**src/rtl/mant_div_seq.sv**
```systemverilog
// Iterative restoring significand divider: one quotient bit per cycle, MSB first,
// streamed on sld/sin with a parallel quotient copy, sticky and divide-by-zero flags.
module mant_div_seq #(
  parameter int MW = 24,
  parameter int QW = 26
) (
  input  logic          clk,
  input  logic          rst_n,
  input  logic          start,
  input  logic [MW-1:0] dividend,
  input  logic [MW-1:0] divisor,
  output logic          busy,
  output logic          sld,
  output logic          sin,
  output logic [QW-1:0] q,
  output logic          sticky,
  output logic          dz,
  output logic          done
);

  localparam int CW = $clog2(QW + 1);

  typedef enum logic [1:0] {
    ST_IDLE = 2'd0,
    ST_RUN  = 2'd1,
    ST_DONE = 2'd2
  } state_t;

  state_t        state_r;
  logic [MW:0]   rem_r;
  logic [MW-1:0] dsr_r;
  logic [CW-1:0] cnt_r;
  logic [QW-1:0] q_r;
  logic          sticky_r;
  logic          dz_r;
  logic          busy_r;
  logic          done_r;

  logic [MW+1:0] diff_s;
  logic          borrow_s;
  logic          qbit_s;
  logic [MW:0]   keep_s;
  logic [MW:0]   rem_nxt_s;
  logic          sld_s;
  logic          sin_s;

  // Trial subtraction and next partial remainder; R < 2D keeps the shift lossless.
  always_comb begin
    diff_s    = {1'b0, rem_r} - {2'b00, dsr_r};
    borrow_s  = diff_s[MW+1];
    qbit_s    = ~borrow_s;
    keep_s    = borrow_s ? rem_r : diff_s[MW:0];
    rem_nxt_s = keep_s << 1;
  end

  // Serial strobe/data are decoded from state so reset drops them immediately.
  always_comb begin
    sld_s = 1'b0;
    sin_s = 1'b0;
    if (state_r == ST_RUN) begin
      sld_s = 1'b1;
      sin_s = qbit_s;
    end else begin
      sld_s = 1'b0;
      sin_s = 1'b0;
    end
  end

  // Control FSM with datapath registers and registered status outputs.
  always_ff @(posedge clk or negedge rst_n) begin
    if (!rst_n) begin
      state_r  <= ST_IDLE;
      rem_r    <= {(MW+1){1'b0}};
      dsr_r    <= {MW{1'b0}};
      cnt_r    <= {CW{1'b0}};
      q_r      <= {QW{1'b0}};
      sticky_r <= 1'b0;
      dz_r     <= 1'b0;
      busy_r   <= 1'b0;
      done_r   <= 1'b0;
    end else begin
      case (state_r)
        ST_IDLE: begin
          done_r <= 1'b0;
          if (start) begin
            rem_r    <= {1'b0, dividend};
            dsr_r    <= divisor;
            cnt_r    <= {CW{1'b0}};
            q_r      <= {QW{1'b0}};
            sticky_r <= 1'b0;
            busy_r   <= 1'b1;
            if (divisor == {MW{1'b0}}) begin
              dz_r    <= 1'b1;
              done_r  <= 1'b1;
              state_r <= ST_DONE;
            end else begin
              dz_r    <= 1'b0;
              state_r <= ST_RUN;
            end
          end else begin
            state_r <= ST_IDLE;
          end
        end
        ST_RUN: begin
          rem_r <= rem_nxt_s;
          q_r   <= {q_r[QW-2:0], qbit_s};
          cnt_r <= cnt_r + CW'(1);
          if (cnt_r == CW'(QW - 1)) begin
            sticky_r <= (rem_nxt_s != {(MW+1){1'b0}});
            done_r   <= 1'b1;
            state_r  <= ST_DONE;
          end else begin
            state_r <= ST_RUN;
          end
        end
        ST_DONE: begin
          done_r  <= 1'b0;
          busy_r  <= 1'b0;
          state_r <= ST_IDLE;
        end
        default: begin
          done_r  <= 1'b0;
          busy_r  <= 1'b0;
          state_r <= ST_IDLE;
        end
      endcase
    end
  end

  assign busy   = busy_r;
  assign sld    = sld_s;
  assign sin    = sin_s;
  assign q      = q_r;
  assign sticky = sticky_r;
  assign dz     = dz_r;
  assign done   = done_r;

endmodule

```
**config.mk**
```make
export PLATFORM = sky130hd
export DESIGN_NAME = mant_div_seq
export DESIGN_NICKNAME = d
export VERILOG_FILES = /design/src/rtl/mant_div_seq.sv
export SDC_FILE = /design/constraint.sdc
export NUM_CORES = 1
export LEC_CHECK = 0
export BUFFER_PORTS_ARGS = -buffer_cell sky130_fd_sc_hd__buf_2
export CAP_MARGIN = 20
export CORE_MARGIN = 2
export CORE_UTILIZATION = 57
export DETAILED_ROUTE_END_ITERATION = 10
export PLACE_DENSITY = 0.8
export SLEW_MARGIN = 0
export SYNTH_ARGS = -nofsm -noshare
export SYNTH_HDL_FRONTEND = slang
export SYNTH_SLANG_ARGS = --single-unit
```
**constraint.sdc**
```tcl
create_clock -name clk -period 4.6 [get_ports clk]
set_input_delay 1.38 -clock clk [delete_from_list [all_inputs] [get_ports clk]]
set_output_delay 1.38 -clock clk [all_outputs]
set_load 0.1 [all_outputs]
```
==> run metrics, run 1 <==
layout cell share with drive strength beyond 1 between 10% and 20%; x dimension of the die 98.9 um; crit end category output pin; core region area 8720 um2; Post-Synthesis Mean Instance Area about 8.5 um2; number of warning messages in the yosys log 0; number of hold-slack violations in the final timing report 0; number of max-slew violations in the final report 0; Synthesized Nets about 680; iteration-0 DRC count of the detailed router 291; Detailed Place HPWL around 9.5 mm; r2r startpoint rem_r[0]; Final setup violation count 0; clock root cell sky130_fd_sc_hd__clkbuf_8; cell with the biggest individual delay on the critical path sky130_fd_sc_hd__dfrtp_1; last weighted congestion value of the routability-driven placer around 1.0; ranking of synthesized cells by area sky130_fd_sc_hd__dfrtp_1 (42%), sky130_fd_sc_hd__nand2_1 (8.5%), sky130_fd_sc_hd__ha_1 (6.3%), sky130_fd_sc_hd__o21ai_0 (6.1%), sky130_fd_sc_hd__nand3_1 (3.6%); top library cells by usage in the layout, fill and taps aside sky130_fd_sc_hd__nand2_1 (116), sky130_fd_sc_hd__dfrtp_1 (86), sky130_fd_sc_hd__buf_2 (80); unrepaired setup endpoints after global routing false; slew of the pin with the lowest slew margin a little over 900 ps; kind of cell adding the most delay to the critical path compound AO/OA/AOI/OAI gates; period utilization 97.2%; filler cell count in the final layout about 700; antenna-violating nets left 0; CTS clock-pin slew for the worst setup and hold paths about 90 ps; CTS buffer count 9; Critical R2R Capture sticky; Inserted Diodes 0; Std-Cell Rows 34; net total in the final layout roughly 750; Synth Instances between 600 and 700; effective utilization at floorplan 58.9%; max-cap check violation count 0; FF-to-FF setup slack 750 ps; max_slew headroom 39.5%; Sinks on Clock Net 86; detailed-route DRC error count 0; antenna violations before repair 0; Synth area leader sky130_fd_sc_hd__dfrtp_1; number of synthesized flops with an enable pin 0; vias after detailed routing roughly 4800; Main synth FF type sky130_fd_sc_hd__dfrtp_1; result of the run complete, no violations; relative area change from synthesis to final layout 14.6%; number of iterations in the first detailed-routing pass 4; setup tns final 0 ps; hold crit path type flop to flop; clock tree from TritonCTS yes; top-level port count 83; Synth Register Bits 86; fmax 224 MHz; count of cell types in the netlist 54; die outline height 98.9 um; slowest stage delay, CP around 420 ps; worst hold start q[6]; Endpoint, Worst Hold q[7]; number of buffer cells added on primary ports 82; category of the critical setup timing path flop to output pin; wire length of the first global-routing pass 22.4 mm; CP Launch Type flop; top cell type's share of synthesized area 41.9%; count of buffering cells on the critical path with inverters included 1; largest driver fanout on the critical path 6; most frequent standard cell in the layout excluding fill and tap cells sky130_fd_sc_hd__nand2_1; min cycle time layout between 4000 and 5000 ps; fraction of the yosys area taken by sequential cells 41.9%; global-route usage over all layers between 20% and 30%; arrival time at the worst endpoint 3090 ps; clk buf depth 2; share of synthesized flip-flops with an asynchronous set or reset 100%; Worst-Skew Late Latency about 370 ps; Req. time, crit path 3220 ps; Cell Area, Synth 5130 um2; via count of the first global-routing pass 4572; CTS H-tree lvls 3; post-route clock skew 9.23 ps; detailed-route wire length per cell 17.0 um; critical path, cell by cell ha_2 -> a21o_1 -> a31o_2 -> o32a_1 -> a221o_1 -> a21oi_4 -> o311ai_4 -> and2_2 -> buf_4; floorplan die area between 9000 and 10000 um2; largest net degree at the start of global routing 71; depth of the worst hold-timing path 2; total gr overflow 0; Routed Wire Length about 13 mm; worst-case reg-to-reg path depth 12; vias per inst 6.06; CP startpoint rem_r[4]
## logic make-up (layout without fill, tap and decap cells)
logic type,Yosys count,after routing,share of synthesized area (%)
and+or+nand+nor,227,227,20.3
AOI/OAI and AO/OA,158,158,19.2
DFF,86,86,41.9
buffers and inverters,65,143,4.78
adders and majority gates,27,27,6.73
muxes,21,21,4.17
xor gates and xnor gates,17,17,2.90
## synthesized netlist by cell type, drive strengths merged (2+ instances only)
library cell / count
dfrtp: 86
xnor2: 7
o2111a: 2
mux2i: 18
a31o: 2
o21bai: 2
inv: 35
a21o: 10
o31ai: 3
a31oi: 7
nand4: 9
o21a: 4
o211ai: 2
nand3: 37
mux2: 3
a221o: 3
or4: 4
nor2b: 3
or2: 3
nor2: 18
nor4: 15
o21ai: 64
a211oi: 2
clkbuf: 28
nand2: 116
xor2: 10
a21oi: 26
a22oi: 14
nor3: 10
o2111ai: 3
a211o: 2
o22ai: 5
ha: 26
or3: 4
buf: 2
and2: 2
## layer usage
metal | vias up | GRT usage [%] | part of all wire [%] | wire (um)
met5 | - | 0 | 0 | 0
met4 | 0 | 10.5 | 2.5 | 332
met3 | 30 | 3.55 | 5.1 | 680
met2 | 152 | 45.4 | 48 | 6390
met1 | 2284 | 40.2 | 44 | 5930
li1 | 2300 | - | - | -
## state kept, by name, summed over array words and instances (netlist names)
signal,flops
q,26
rem_r,25
dsr_r,24
cnt_r,5
state_r,2
busy,1
done,1
dz,1
sticky,1
## metrics by stage
| stage | instances | cell area, um2 | utilization (%) | hold WS, ps | setup slack, ps |
|---|---|---|---|---|---|
| after detailed placement | 768 | 5650 | 64.7 | 478 | 349 |
| final | 787 | 5880 | 67.5 | 498 | 129 |
| after CTS | 784 | 5850 | 67.1 | 497 | 7.97 |
| after global routing | 787 | 5880 | 67.5 | 519 | 5.63 |
| after global placement | 768 | 5650 | 64.7 | 467 | 370 |
| after floorplan | 601 | 5140 | - | 450 | 184 |
## worst max path at each step
stage | to | cells after the start
5_1_grt | sin | 9
6_report | sin | 9
4_1_cts | sin | 9
2_1_floorplan | sin | 9
3_5_place_dp | sin | 9
3_3_place_gp | sin | 9
## area by class of cell
class                   count  area, um2  area share [%]
repair buffers             92        490            8.34
flip-flops and latches     86       2150            36.6
multi-input cells         450       2770            47.1
clock buffers               9        124            2.11
inverters                  35        131            2.23
well taps                 108        135            2.30
clock inverters             7       80.1            1.36
## what timing repair did
item | in CTS | in global routing
cloned | 0 | 0
pin swaps | 1 | 1
endpoints found under the setup margin | 1 | 1
resized for setup | 1 | 2
buffers inserted | 0 | 3
hold buffers | 0 | 0
## tightest hold or removal path: stages, from the launching register on
cell,delay (ps)
sky130_fd_sc_hd__dfrtp_1,370
sky130_fd_sc_hd__nand2_1,50
sky130_fd_sc_hd__nand2_1,50
Power of run 1 is left out: the tool's default activity adds up to more than one toggle a clock period on the data nets, which glitch-free logic cannot reach.
==> inputs of run 2 (changes only) <==
Settings changed: RECOVER_POWER set to 100.
Clock period 4.6 ns to 4.7 ns, I/O delays scaled along.
==> run metrics, run 2 (synthesis gave the netlist of run 1 again) <==
Detailed Place HPWL 9.74 mm; total gr overflow 0; period utilization a little over nine tenths; most frequent standard cell in the layout excluding fill and tap cells sky130_fd_sc_hd__nand2_1; violations in the final reports max-capacitance violations, max-slew violations; final-layout worst hold slack 504 ps; top library cells by usage in the layout, fill and taps aside sky130_fd_sc_hd__nand2_1 (116), sky130_fd_sc_hd__dfrtp_1 (86), sky130_fd_sc_hd__o21ai_0 (63); met1 track demand over resource 38.5%; effective utilization at floorplan approximately three fifths; layout cell share with drive strength beyond 1 12.6%; area of combinational cells with multiple inputs ~2800 um2; iteration-0 DRC count of the detailed router 390; post-route clock skew 13.1 ps; filler cell count in the final layout 751; largest net degree at the start of global routing between 70 and 80; number of buffer cells added on primary ports 82; number of hold-slack violations in the final timing report 0; clk buf depth 2; Sinks on Clock Net 86; CTS Hold Buffers Added 0; total area of sequential cells 2150 um2; vias after detailed routing 4812; hold crit path type flop to flop; met3 routing resource usage after global routing under 10%; last weighted congestion value of the routability-driven placer 0.979; fmax approximately 220 MHz; GRT Max-Usage Layer met2; met2 usage 48.3%; via count of the first global-routing pass 4755; max_slew headroom -76.5%; net total in the final layout 750; CTS H-tree lvls 3; largest driver fanout on the critical path 6; x dimension of the die 98.9 um; setup tns final 0 ps; Final setup violation count 0; count of buffering cells on the critical path with inverters included 1; category of the critical setup timing path flop to output pin; antenna-violating nets left 0; arrival time at the worst endpoint 3210 ps; Inserted Diodes 0; Routed Wire Length 13.7 mm; floorplan die area 9780 um2; clock root cell sky130_fd_sc_hd__clkbuf_8; CP Launch Type flop; vias per inst 6.14; Req. time, crit path 3290 ps; slowest stage delay, CP 420 ps; die outline height 98.9 um; detailed-route wire length per cell 17.5 um; number of iterations in the first detailed-routing pass 4; wire length of the first global-routing pass 22.9 mm; number of max-slew violations in the final report ~170; antenna violations before repair 0; min cycle time layout about 4600 ps; result of the run complete, but fails checks; cell with the biggest individual delay on the critical path sky130_fd_sc_hd__dfrtp_1; max reg flops 26; core region area approximately 8700 um2; Worst-Skew Late Latency 370 ps; slew of the pin with the lowest slew margin 2650 ps; crit end category output pin; CTS buffer count 9; max-cap check violation count 3; Std-Cell Rows 34; kind of cell adding the most delay to the critical path compound AO/OA/AOI/OAI gates; detailed-route DRC error count 0; CTS clock-pin slew for the worst setup and hold paths 100 ps; top-level port count 83; relative area change from synthesis to final layout 13.0%; global-route usage over all layers 29.2%; critical path, cell by cell ha_2 -> a21o_1 -> a31o_2 -> o32a_1 -> a221o_1 -> a21oi_4 -> o311ai_4 -> and2_2 -> buf_4; clock tree from TritonCTS yes
==> run 2: cell type report <==
type	count	area share (%)
multi-input cells	450	47.7
flip-flops and latches	86	37.1
repair buffers	90	7.29
well taps	108	2.33
inverters	35	2.26
clock buffers	9	2.13
clock inverters	6	1.23
==> run 2: tightest hold or removal path: stages, from the launching register on <==
cell and delay [ps]:
sky130_fd_sc_hd__dfrtp_1 370, sky130_fd_sc_hd__nand2_1 50, sky130_fd_sc_hd__nand2_1 60
==> run 2: final timing paths <==
check,startpoint,endpoint,slack (ps),depth (start not counted)
hold reg to reg,dz,dz,500,2
hold / removal,dz,dz,500,2
max in group asynchronous,rst_n,dsr_r[1],1230,2
setup / recovery,rem_r[4],sin,80,9
min in group asynchronous,rst_n,dsr_r[2],1430,1
setup reg to reg,rem_r[1],rem_r[22],270,10
==> run 2: layer usage <==
metal	share of wire (%)	up-vias
li1	-	2285
met1	43	2310
met2	49	186
met3	6.1	31
met4	2.6	0
met5	0	-
==> run 2: repair_timing <==
action	CTS	global route
gates resized for setup	2	1
cloned	0	0
hold endpoints to repair	0	0
setup endpoints to repair	1	1
setup buffers	0	2
pin swaps	1	2
==> run 2: through the flow <==
step | util [%] | std cells | cell area (um2) | setup slack [ps]
4_1_cts | 67.0 | 782 | 5840 | 19.7
6_report | 66.5 | 784 | 5800 | 78.2
2_1_floorplan | - | 601 | 5140 | 254
5_1_grt | 66.5 | 784 | 5800 | -8.55
3_3_place_gp | 64.6 | 767 | 5640 | 365
3_5_place_dp | 64.6 | 767 | 5640 | 305
Power of run 2 is left out for the same reason.
==> inputs of run 3 (changes only) <==
==> constraint.sdc (replaced) <==
create_clock -name clk -period 4.7 [get_ports clk]
set_input_delay 0.235 -clock clk [delete_from_list [all_inputs] [get_ports clk]]
set_output_delay 0.235 -clock clk [all_outputs]
set_load 0.1 [all_outputs]
==> run metrics, run 3 (synthesis gave the netlist of run 1 again) <==
result of the run complete, but fails checks; violations in the final reports max-capacitance violations, max-slew violations; CTS clock-pin slew for the worst setup and hold paths 90 ps; area of combinational cells with multiple inputs ~2800 um2; core region area 8720 um2; largest driver fanout on the critical path 10; hold crit path type primary input to flop; number of hold-slack violations in the final timing report 0; Detailed Place HPWL 9.53 mm; capture point of the worst path sin; wire length of the first global-routing pass 22.6 mm; global-route usage over all layers around 29%; Sinks on Clock Net 86; Resized Gates After CTS 0; period utilization 86.2%; Req. time, crit path 4470 ps; antenna-violating nets left 0; CTS buffer count 9; unrepaired setup endpoints after global routing false; post-route clock skew 11.4 ps; filler cell count in the final layout 758; final-layout worst hold slack 72.2 ps; Std-Cell Rows 34; effective utilization at floorplan between 50% and 60%; min cycle time layout 4050 ps; Final setup violation count 0; x dimension of the die 98.9 um; crit end category output pin; arrival time at the worst endpoint between 3000 and 4000 ps; clk buf depth 2; Worst-Skew Late Latency 370 ps; CP Launch Type flop; top library cells by usage in the layout, fill and taps aside sky130_fd_sc_hd__nand2_1 (116), sky130_fd_sc_hd__dfrtp_1 (86), sky130_fd_sc_hd__o21ai_0 (63); Inserted Diodes 0; iteration-0 DRC count of the detailed router 400; detailed-route DRC error count 0; clock root cell sky130_fd_sc_hd__clkbuf_8; max reg flops 26; via count of the first global-routing pass 4625; total gr overflow 0; last weighted congestion value of the routability-driven placer 1.02; vias after detailed routing 4833; worst hold start dividend[0]; max-cap check violation count 1; fmax 247 MHz; number of max-slew violations in the final report 66; post-CTS setup-driven buffer insertion count 0; relative area change from synthesis to final layout 12.6%; most frequent standard cell in the layout excluding fill and tap cells sky130_fd_sc_hd__nand2_1; worst-case reg-to-reg path depth 11; top-level port count 83; layout cell share with drive strength beyond 1 between 10% and 20%; total area of sequential cells approximately 2200 um2; setup tns final 0 ps; r2r startpoint rem_r[4]; slew of the pin with the lowest slew margin between 1500 and 2000 ps; Critical R2R Capture rem_r[17]; floorplan die area a little under 10000 um2; net total in the final layout about 750; die outline height 98.9 um; FF-to-FF setup slack ~700 ps; detailed-route wire length per cell about 17 um; number of iterations in the first detailed-routing pass 6; number of buffer cells added on primary ports 82; clock tree from TritonCTS yes; largest net degree at the start of global routing between 70 and 80; CTS H-tree lvls 3; CP startpoint rem_r[4]; antenna violations before repair 0; max_slew headroom -6.56%; vias per inst approximately 6; Routed Wire Length around 14 mm; category of the critical setup timing path flop to output pin
run 3: repair_timing:
action / 4_1_cts / 5_1_grt
endpoints found under the setup margin: 0 / 0
hold buffers: 1 / 0
endpoints found under the hold margin: 21 / 0
run 3: how the worst min path moves through the flow:
stage,end,cells after the start,slack (ps)
6_report,rem_r[0],3,70
5_1_grt,rem_r[0],3,90
4_1_cts,rem_r[0],3,70
3_5_place_dp,dsr_r[17],1,140
3_3_place_gp,dsr_r[17],1,130
2_1_floorplan,busy,0,-60
run 3: area by class of cell:
type	instances	area share [%]
Tap cell	108	2.34
Clock buffer	10	2.38
Timing Repair Buffer	89	7.27
Sequential cell	86	37.2
Multi-Input combinational cell	450	47.6
Clock inverter	6	0.909
Inverter	35	2.27
run 3: stage by stage:
step | instances | area [um2] | utilization, % | setup WS, ps
after floorplan | 601 | 5130 | - | 1140
after global placement | 767 | 5640 | 64.6 | 1200
after detailed placement | 767 | 5640 | 64.6 | 1010
after CTS | 784 | 5840 | 66.9 | 963
after global routing | 784 | 5780 | 66.3 | 497
final | 784 | 5780 | 66.3 | 649
run 3: per-layer routing:
metal  wire, um  up-vias  GRT usage [%]  part of all wire, %
li1           -     2287              -                    -
met5          0        -              0                    0
met1       5980     2305           40.8                   44
met2       6380      205           44.4                   47
met3        830       36           3.76                  6.1
met4        345        0           11.1                  2.5
run 3: critical path: stages, from the launching register on:
cell and delay [ps]:
sky130_fd_sc_hd__dfrtp_1 420, sky130_fd_sc_hd__ha_1 400, sky130_fd_sc_hd__a21o_1 250, sky130_fd_sc_hd__a31o_2 250, sky130_fd_sc_hd__o32a_1 370, sky130_fd_sc_hd__a221o_1 380
sky130_fd_sc_hd__a21oi_1 450, sky130_fd_sc_hd__o311ai_4 270, sky130_fd_sc_hd__and2_0 260, sky130_fd_sc_hd__clkbuf_2 380
Power of run 3 is left out for the same reason.
